--- config.mk ---
export PLATFORM = sky130hd
export DESIGN_NAME = hex_display_scan
export DESIGN_NICKNAME = d
export VERILOG_FILES = /design/src/rtl/hex_display_scan.sv
export SDC_FILE = /design/constraint.sdc
export NUM_CORES = 1
export LEC_CHECK = 0
export CAP_MARGIN = 20
export CORE_MARGIN = 4
export CORE_UTILIZATION = 51
export CTS_CLUSTER_SIZE = 30
export DETAILED_ROUTE_END_ITERATION = 10
export GPL_TIMING_DRIVEN = 0
export HOLD_SLACK_MARGIN = 0.05
export PLACE_DENSITY = 0.74
export SLEW_MARGIN = 20
export SYNTH_ARGS = -nofsm -noshare
export SYNTH_HDL_FRONTEND = slang
export SYNTH_SLANG_ARGS = --single-unit
--- constraint.sdc ---
create_clock -name clk -period 2.6 [get_ports clk]
set_input_delay 0.52 -clock clk [delete_from_list [all_inputs] [get_ports clk]]
set_output_delay 0.52 -clock clk [all_outputs]
set_load 0.005 [all_outputs]
--- src/rtl/hex_display_scan.sv ---
// hex_display_scan: time-multiplexed common-anode 7-segment driver for a hex word.
// The shown word is swapped only at frame boundaries (double buffered), digits
// advance on a refresh prescaler, and leading zero digits may be blanked.
// load is a single-cycle strobe with no backpressure: value is captured on
// every rising edge where load=1, and the last capture before a frame boundary wins.
module hex_display_scan #(
  parameter int BITS        = 16,
  parameter int REFRESH_DIV = 100000,
  parameter bit BLANK_LZ    = 1'b1,
  localparam int NDIG       = (BITS + 3) / 4
) (
  input  logic            clk,
  input  logic            rst,
  input  logic            load,
  input  logic [BITS-1:0] value,
  output logic [6:0]      seg,
  output logic [NDIG-1:0] an,
  output logic            frame_done
);

  localparam int PW = (REFRESH_DIV > 1) ? $clog2(REFRESH_DIV) : 1;
  localparam int DW = (NDIG > 1) ? $clog2(NDIG) : 1;
  localparam logic [PW-1:0] PRESC_MAX = PW'(REFRESH_DIV - 1);
  localparam logic [DW-1:0] DIG_MAX   = DW'(NDIG - 1);

  if (REFRESH_DIV < 1) begin : g_bad_refresh_div
    $error("hex_display_scan: REFRESH_DIV must be >= 1");
  end

  logic [BITS-1:0]   pending;
  logic [BITS-1:0]   disp;
  logic [PW-1:0]     presc;
  logic [DW-1:0]     dig;
  logic              tick;
  logic              boundary;
  logic [4*NDIG-1:0] dpad;
  logic [3:0]        nib;
  logic              hi_nz;
  logic              blank;
  logic [NDIG-1:0]   an_next;

  assign tick     = (presc == PRESC_MAX);
  assign boundary = tick && (dig == DIG_MAX);
  // Zero-extend so a partial top nibble reads as a full nibble.
  assign dpad     = (4*NDIG)'(disp);

  // Active-low segment pattern {g,f,e,d,c,b,a} for one hex nibble.
  function automatic logic [6:0] hex7(input logic [3:0] n);
    case (n)
      4'h0: hex7 = 7'h40;  4'h1: hex7 = 7'h79;  4'h2: hex7 = 7'h24;  4'h3: hex7 = 7'h30;
      4'h4: hex7 = 7'h19;  4'h5: hex7 = 7'h12;  4'h6: hex7 = 7'h02;  4'h7: hex7 = 7'h78;
      4'h8: hex7 = 7'h00;  4'h9: hex7 = 7'h10;  4'hA: hex7 = 7'h08;  4'hB: hex7 = 7'h03;
      4'hC: hex7 = 7'h46;  4'hD: hex7 = 7'h21;  4'hE: hex7 = 7'h06;  default: hex7 = 7'h0E;
    endcase
  endfunction

  // Select the current digit's nibble, its anode, and whether it is a leading zero.
  always_comb begin
    nib     = 4'h0;
    hi_nz   = 1'b0;
    an_next = '1;
    for (int i = 0; i < NDIG; i++) begin
      if (DW'(i) == dig) begin
        nib        = dpad[4*i +: 4];
        an_next[i] = 1'b0;
      end
      if ((i >= int'(dig)) && (dpad[4*i +: 4] != 4'h0)) hi_nz = 1'b1;
    end
    blank = BLANK_LZ && (dig != '0) && !hi_nz;
  end

  // Refresh prescaler, digit scan counter and frame pulse.
  always_ff @(posedge clk or posedge rst) begin
    if (rst) begin
      presc      <= '0;
      dig        <= '0;
      frame_done <= 1'b0;
    end else begin
      frame_done <= boundary;
      if (tick) begin
        presc <= '0;
        dig   <= boundary ? '0 : dig + DW'(1);
      end else begin
        presc <= presc + PW'(1);
      end
    end
  end

  // Capture loads; publish the newest word only at a frame boundary.
  always_ff @(posedge clk or posedge rst) begin
    if (rst) begin
      pending <= '0;
      disp    <= '0;
    end else begin
      if (load) pending <= value;
      if (boundary) disp <= load ? value : pending;
    end
  end

  // Registered display outputs, one clock behind dig/disp.
  always_ff @(posedge clk or posedge rst) begin
    if (rst) begin
      seg <= 7'h7F;
      an  <= '1;
    end else begin
      seg <= blank ? 7'h7F : hex7(nib);
      an  <= blank ? '1 : an_next;
    end
  end

endmodule

Word-level counts from Yosys, hierarchy flattened
Memory sizes are Yosys's and may differ from the RTL's.
Index checks and enable logic that the tools add are counted.

storage, ports and cells
  register bits after elaboration = 63
  memory bits (read-only) = 112
  input port bits = 19
  output and inout bits = 12
  logic and storage cells = 47
  memories kept = 1

operators by class
  add/subtract/negate cells = 2
  order comparisons = 3
  equality and inequality tests = 5
  muxes and demuxes = 17
  reduce and logical (&&, ||, !) cells = 12

memory list
  name              words  bits a word  rd ports  clocked after memory_dff  wr ports  RTL line  text
  (name not given)  16     7            1         0                         0         49        case (n)

operator list
  cell                                                                                 number
  4-bit 2-to-1 mux                                                                     5
  17-bit by 1-bit adder with 17-bit output (second input constant)                     1
  17-bit equality test (second input constant)                                         1
  17-bit 2-to-1 mux                                                                    1
  16-bit 2-to-1 mux                                                                    1
  4-bit nonzero test                                                                   4
  1-bit 2-to-1 mux                                                                     8
  7-bit 2-to-1 mux                                                                     1
  1-bit logical AND                                                                    5
  2-bit equality test (first input constant)                                           2
  1-bit by 2-bit greater-or-equal comparator with 1-bit output (first input constant)  2
  2-bit by 1-bit adder with 2-bit output (second input constant)                       1
  1-bit by 2-bit equality test with 1-bit output (first input constant)                1
  2-bit equality test (second input constant)                                          1
  2-bit greater-or-equal comparator (first input constant)                             1
  2-bit logical NOT                                                                    1
  2-bit 2-to-1 mux                                                                     1
  2-bit nonzero test                                                                   1
  1-bit logical NOT                                                                    1

Depth between registers and ports, before layout
Gate-level depths: netlist of the first run.

  word-level depth = 9
  depth in mapped cells = 12
  depth with buffers taken out = 11

Worst setup path before layout of the first run
No wires, ideal clock.

  path type = reg-to-reg
  start = register dig[0]
  end = register seg[6]
  library setup time = 0.118 ns
  arrival = 2.285 ns
  data required time = 2.482 ns
  setup slack = 0.197 ns
  stages on the path, launching flop included = 11
  path buffers = 0
  clock period less this slack = 2.403 ns
  path through = dfrtp_1 -> inv_1 -> ha_1 -> inv_1 -> o311ai_0 -> inv_1 -> ha_1 -> inv_1 -> nor2_1 -> a21oi_1 -> o221ai_1

between the ends
  longest elaborated chain between the ends = 9
  elaborated cells between the ends (all ways) = 23
  those cells by class = order compare (3); eq/ne (3); mux (9); reduce/logical (7); memory (1)

RTL lines
  item                                                                       RTL line  text
  start, declared                                                            33        logic [DW-1:0] dig;
  start signal, assigned                                                     82        dig <= boundary ? '0 : dig + DW'(1);
  parallel branches: the longest is 8 deep, another holds memory 16 x 7 bit  n/a
  7-bit 2-to-1 mux (*)                                                       106       seg <= blank ? 7'h7F : hex7(nib);
  end signal, assigned                                                       106
  end, declared                                                              16        output logic [6:0] seg,

Mark *: on every way between the ends.
A chain may end at the register's enable or synchronous reset.

Worst setup path in the final report of the first run
  start = register presc[0]
  end = register disp[14]

between the ends
  longest elaborated chain between the ends = 2

RTL lines
  item                    RTL line  text
  start, declared         32        logic [PW-1:0] presc;
  start signal, assigned  84        presc <= presc + PW'(1);
  17-bit equality test    42        assign tick = (presc == PRESC_MAX);
  1-bit logical AND       43        assign boundary = tick && (dig == DIG_MAX);
  net boundary            35        logic boundary;
  end signal, assigned    96        if (boundary) disp <= load ? value : pending;
  end, declared           31        logic [BITS-1:0] disp;

The timed path passes the listed nets, and every way through them passes these cells.

==> impl_metrics.tcl, run 1 <==
set metrics [dict create \
    hold_ws_ns 0.4985 \
    post-route-period-util 0.9452 \
    clock-sinks 63 \
    wl_um 5015 \
    gr-usage-all-layers 0.1544 \
    grt_pass1_wl_um 8625 \
    synth_most_common_cell "dfrtp_1" \
    timing.fmax_mhz 406.9 \
    ys_types 45 \
    rows 27 \
    final-setup-viol-count 0 \
    seq_power_share 0.495 \
    die_w_um 84.11 \
    ys_top_cells_by_count "dfrtp_1 (52), mux2_2 (23), nand2_1 (20)" \
    cts-root-buf "clkbuf_8" \
    yosysWarnings 0 \
    layout-drive-gt1-share 0.2561 \
    layout_min_cycle_time_ns 2.457 \
    area_growth_pct 21.90 \
    critPathKind "flop to flop" \
    synth_seq_cells 63 \
    crit_arrival_ns 2.68 \
    grt-busiest-layer "met2" \
    dp_hpwl_um 3533 \
    num_antenna_cells 0 \
    viasPerCell 5.211 \
    grt_use_met2 0.2346 \
    holdCritStartpoint "pending[4]$_DFF_PP0_" \
    status "completed" \
    power_density_nw_per_um2 567.6 \
    synthTopCellsByArea "dfrtp_1 (44%), dfstp_2 (9.8%), mux2_2 (8.8%), ha_1 (5.1%), mux2_4 (4.6%)" \
    crit_path_max_fanout 10 \
    vias 1881 \
    avgRoutedWirePerCell_um 13.89 \
    synth_fp_nets 275 \
    hp-class "flop to flop" \
    portBuffers 29 \
    yosysTopAreaCellShare 0.4405 \
    drt_iter0_drc 83 \
    startpoint "presc[0]$_DFF_PP0_" \
    nets 315 \
    post-route-drc-count 0 \
    globalRouteOverflowTotal 0 \
    dr.pass1.iters 4 \
    reg2regPathDepth 6 \
    postSynthAreaPerCell_um2 12.11 \
    max_slew.worst_pin.slew_ns 0.7277 \
    grt_max_degree 36 \
    pin_count 31 \
    slew_violations 0 \
    clock_path_buffers 2 \
    endpoint_kind "flop" \
    synth-edff-count 0 \
    grt_pass1_vias 1815 \
    clock_latency_ns 0.34 \
    die_area_um2 7074 \
    fin_util 0.6460 \
    p_leak_nw 1.608 \
    crit_required_ns 2.82 \
    ys.flop_type "dfrtp_1" \
    pwr-share-comb 0.044 \
    ys_seq_area_frac 0.5383 \
    finalSetupTns_ns 0 \
    finalNonFillerCells 361 \
    switching_share 0.1938 \
    fin_skew_ns 0.008798 \
    ys_async_sr_fraction 1.000 \
    gp_congestion 0.8282 \
    place_inst 346 \
    max_cap_viol_count 0 \
    cts_tree "yes" \
    yosysTopAreaCell "dfrtp_1" \
    grt_setup_unrepaired "false" \
    die_h_um 84.11 \
    syn_inst 244 \
    start_util 0.5300 \
    hold_viol_final 0 \
    slew_headroom 0.5144 \
    clkTransAtPathRegs_ns 0.06 \
    coreArea_um2 5574 \
    p_clk_frac 0.461 \
    h-tree-depth 3 \
    intPower_mw 1.648 \
    met3_usage 0.05627 \
    final_antenna_net_count 0 \
    whs_path_depth 1 \
    cts_buffers 9 \
    rrSetupSlack_ns 0.14 \
    met1_usage 0.2018 \
    grt_antenna_before_repair 0 \
    rr_startpoint "presc[0]$_DFF_PP0_" \
    start_kind "flop" \
    irDropWorstVdd_mv 0.5912 \
    syn-cell-area_um2 2954 \
    switching_power_uw 396.1 \
]
-- timing repair --
item	in CTS	in global routing
gates resized for setup	0	5
buffers inserted	0	0
hold buffers	0	0
endpoints found under the setup margin	0	17
-- cells in the final DEF (no fill, tap or decap), drive strengths merged, types with 6 or more instances in the layout --
master	synthesis	layout
o21ai	6	6
dfrtp	52	52
clkbuf	4	16
nand2	20	20
xnor2	7	7
xor2	7	7
nand3	8	8
dfstp	11	11
mux2	32	32
nor2	18	18
ha	12	12
inv	13	13
clkdlybuf4s50	0	29
-- area by class of cell --
cell class | instances | area, um2
clock buffer | 13 | 158.9
multi-input combinational | 160 | 1286
inverter | 13 | 51.30
buffer | 7 | 48.80
tap | 72 | 90.09
timing repair buffer | 30 | 310.3
fill | 440 | 1973
sequential | 63 | 1590
clock inverter | 3 | 65.06
-- worst paths after layout --
| check | endpoint |
|---|---|
| setup / recovery | disp[14]$_DFFE_PP0P_ |
| hold / removal | pending[4]$_DFF_PP0_ |
| setup reg to reg | disp[14]$_DFFE_PP0P_ |
| hold reg to reg | pending[4]$_DFF_PP0_ |
| max in group asynchronous | pending[2]$_DFF_PP0_ |
| min in group asynchronous | pending[11]$_DFF_PP0_ |
-- power groups by stage --
stage	registers (mW)	clock network, mW	logic (mW)
after detailed placement	1.03	0	0.0932
after floorplan	1.03	0	0.0507
after global routing	1.01	1.01	0.102
after CTS	1.01	0.970	0.0933
final	1.01	0.942	0.0905
after global placement	1.03	0	0.0869
-- cells by family (layout without fill, tap and decap cells) --
group / Yosys count / in the layout / share of synthesized area
AOI/OAI and AO/OA: 25 / 25 / 0.06100
xor gates and xnor gates: 14 / 14 / 0.04151
adders and majority gates: 12 / 12 / 0.05082
buffers and inverters: 21 / 66 / 0.03431
DFF: 63 / 63 / 0.5383
muxes: 33 / 33 / 0.1368
and+or+nand+nor: 76 / 76 / 0.1372
-- critical path, stage by stage, from the launching register on --
cell     delay (ns)
dfrtp_1        0.39
ha_1           0.21
nand3_2        0.15
or4_4          0.54
nor4_4         0.48
buf_8          0.24
mux2_4         0.31
-- sequential cells by signal (all words and copies together), names as in the netlist --
signal,count
disp,16
dig,2
pending,16
seg,7
presc,17
an,4
frame_done,1
-- layer usage --
metal	vias up	routed length, um
met5	-	0
met4	0	40
met3	3	218
met2	39	2354
met1	915	2401
li1	924	-
-- metrics by stage --
step / instance area (um2) / setup slack (ns) / power, mW
after CTS: 3581 / 0.004814 / 2.074
final: 3601 / 0.1426 / 2.044
after global routing: 3601 / 0.001655 / 2.122
after global placement: 3334 / -0.5088 / 1.115
after floorplan: 2954 / 0.1971 / 1.078
after detailed placement: 3357 / 0.02712 / 1.122
No activity file was read; power rests on OpenSTA's default activity.
==> run 2: changes to the inputs <==
==> constraint.sdc (replaced) <==
create_clock -name clk -period 2.6 [get_ports clk]
set_input_delay 0.52 -clock clk [delete_from_list [all_inputs] [get_ports clk]]
set_output_delay 0.52 -clock clk [all_outputs]
set_load 0.1 [all_outputs]
==> results of run 2 <==
Same layout as run 1 (identical final DEF). Status: completed.
Among the figures that moved: clock-pin slew on the worst setup and hold paths 0.06 ns -> 0.07 ns; setup slack after layout 0.1426 ns -> 0.1072 ns; start point of the critical path presc[0]$_DFF_PP0_ -> seg[6]$_DFF_PP1_; end point of the critical path disp[14]$_DFFE_PP0P_ -> seg[6]
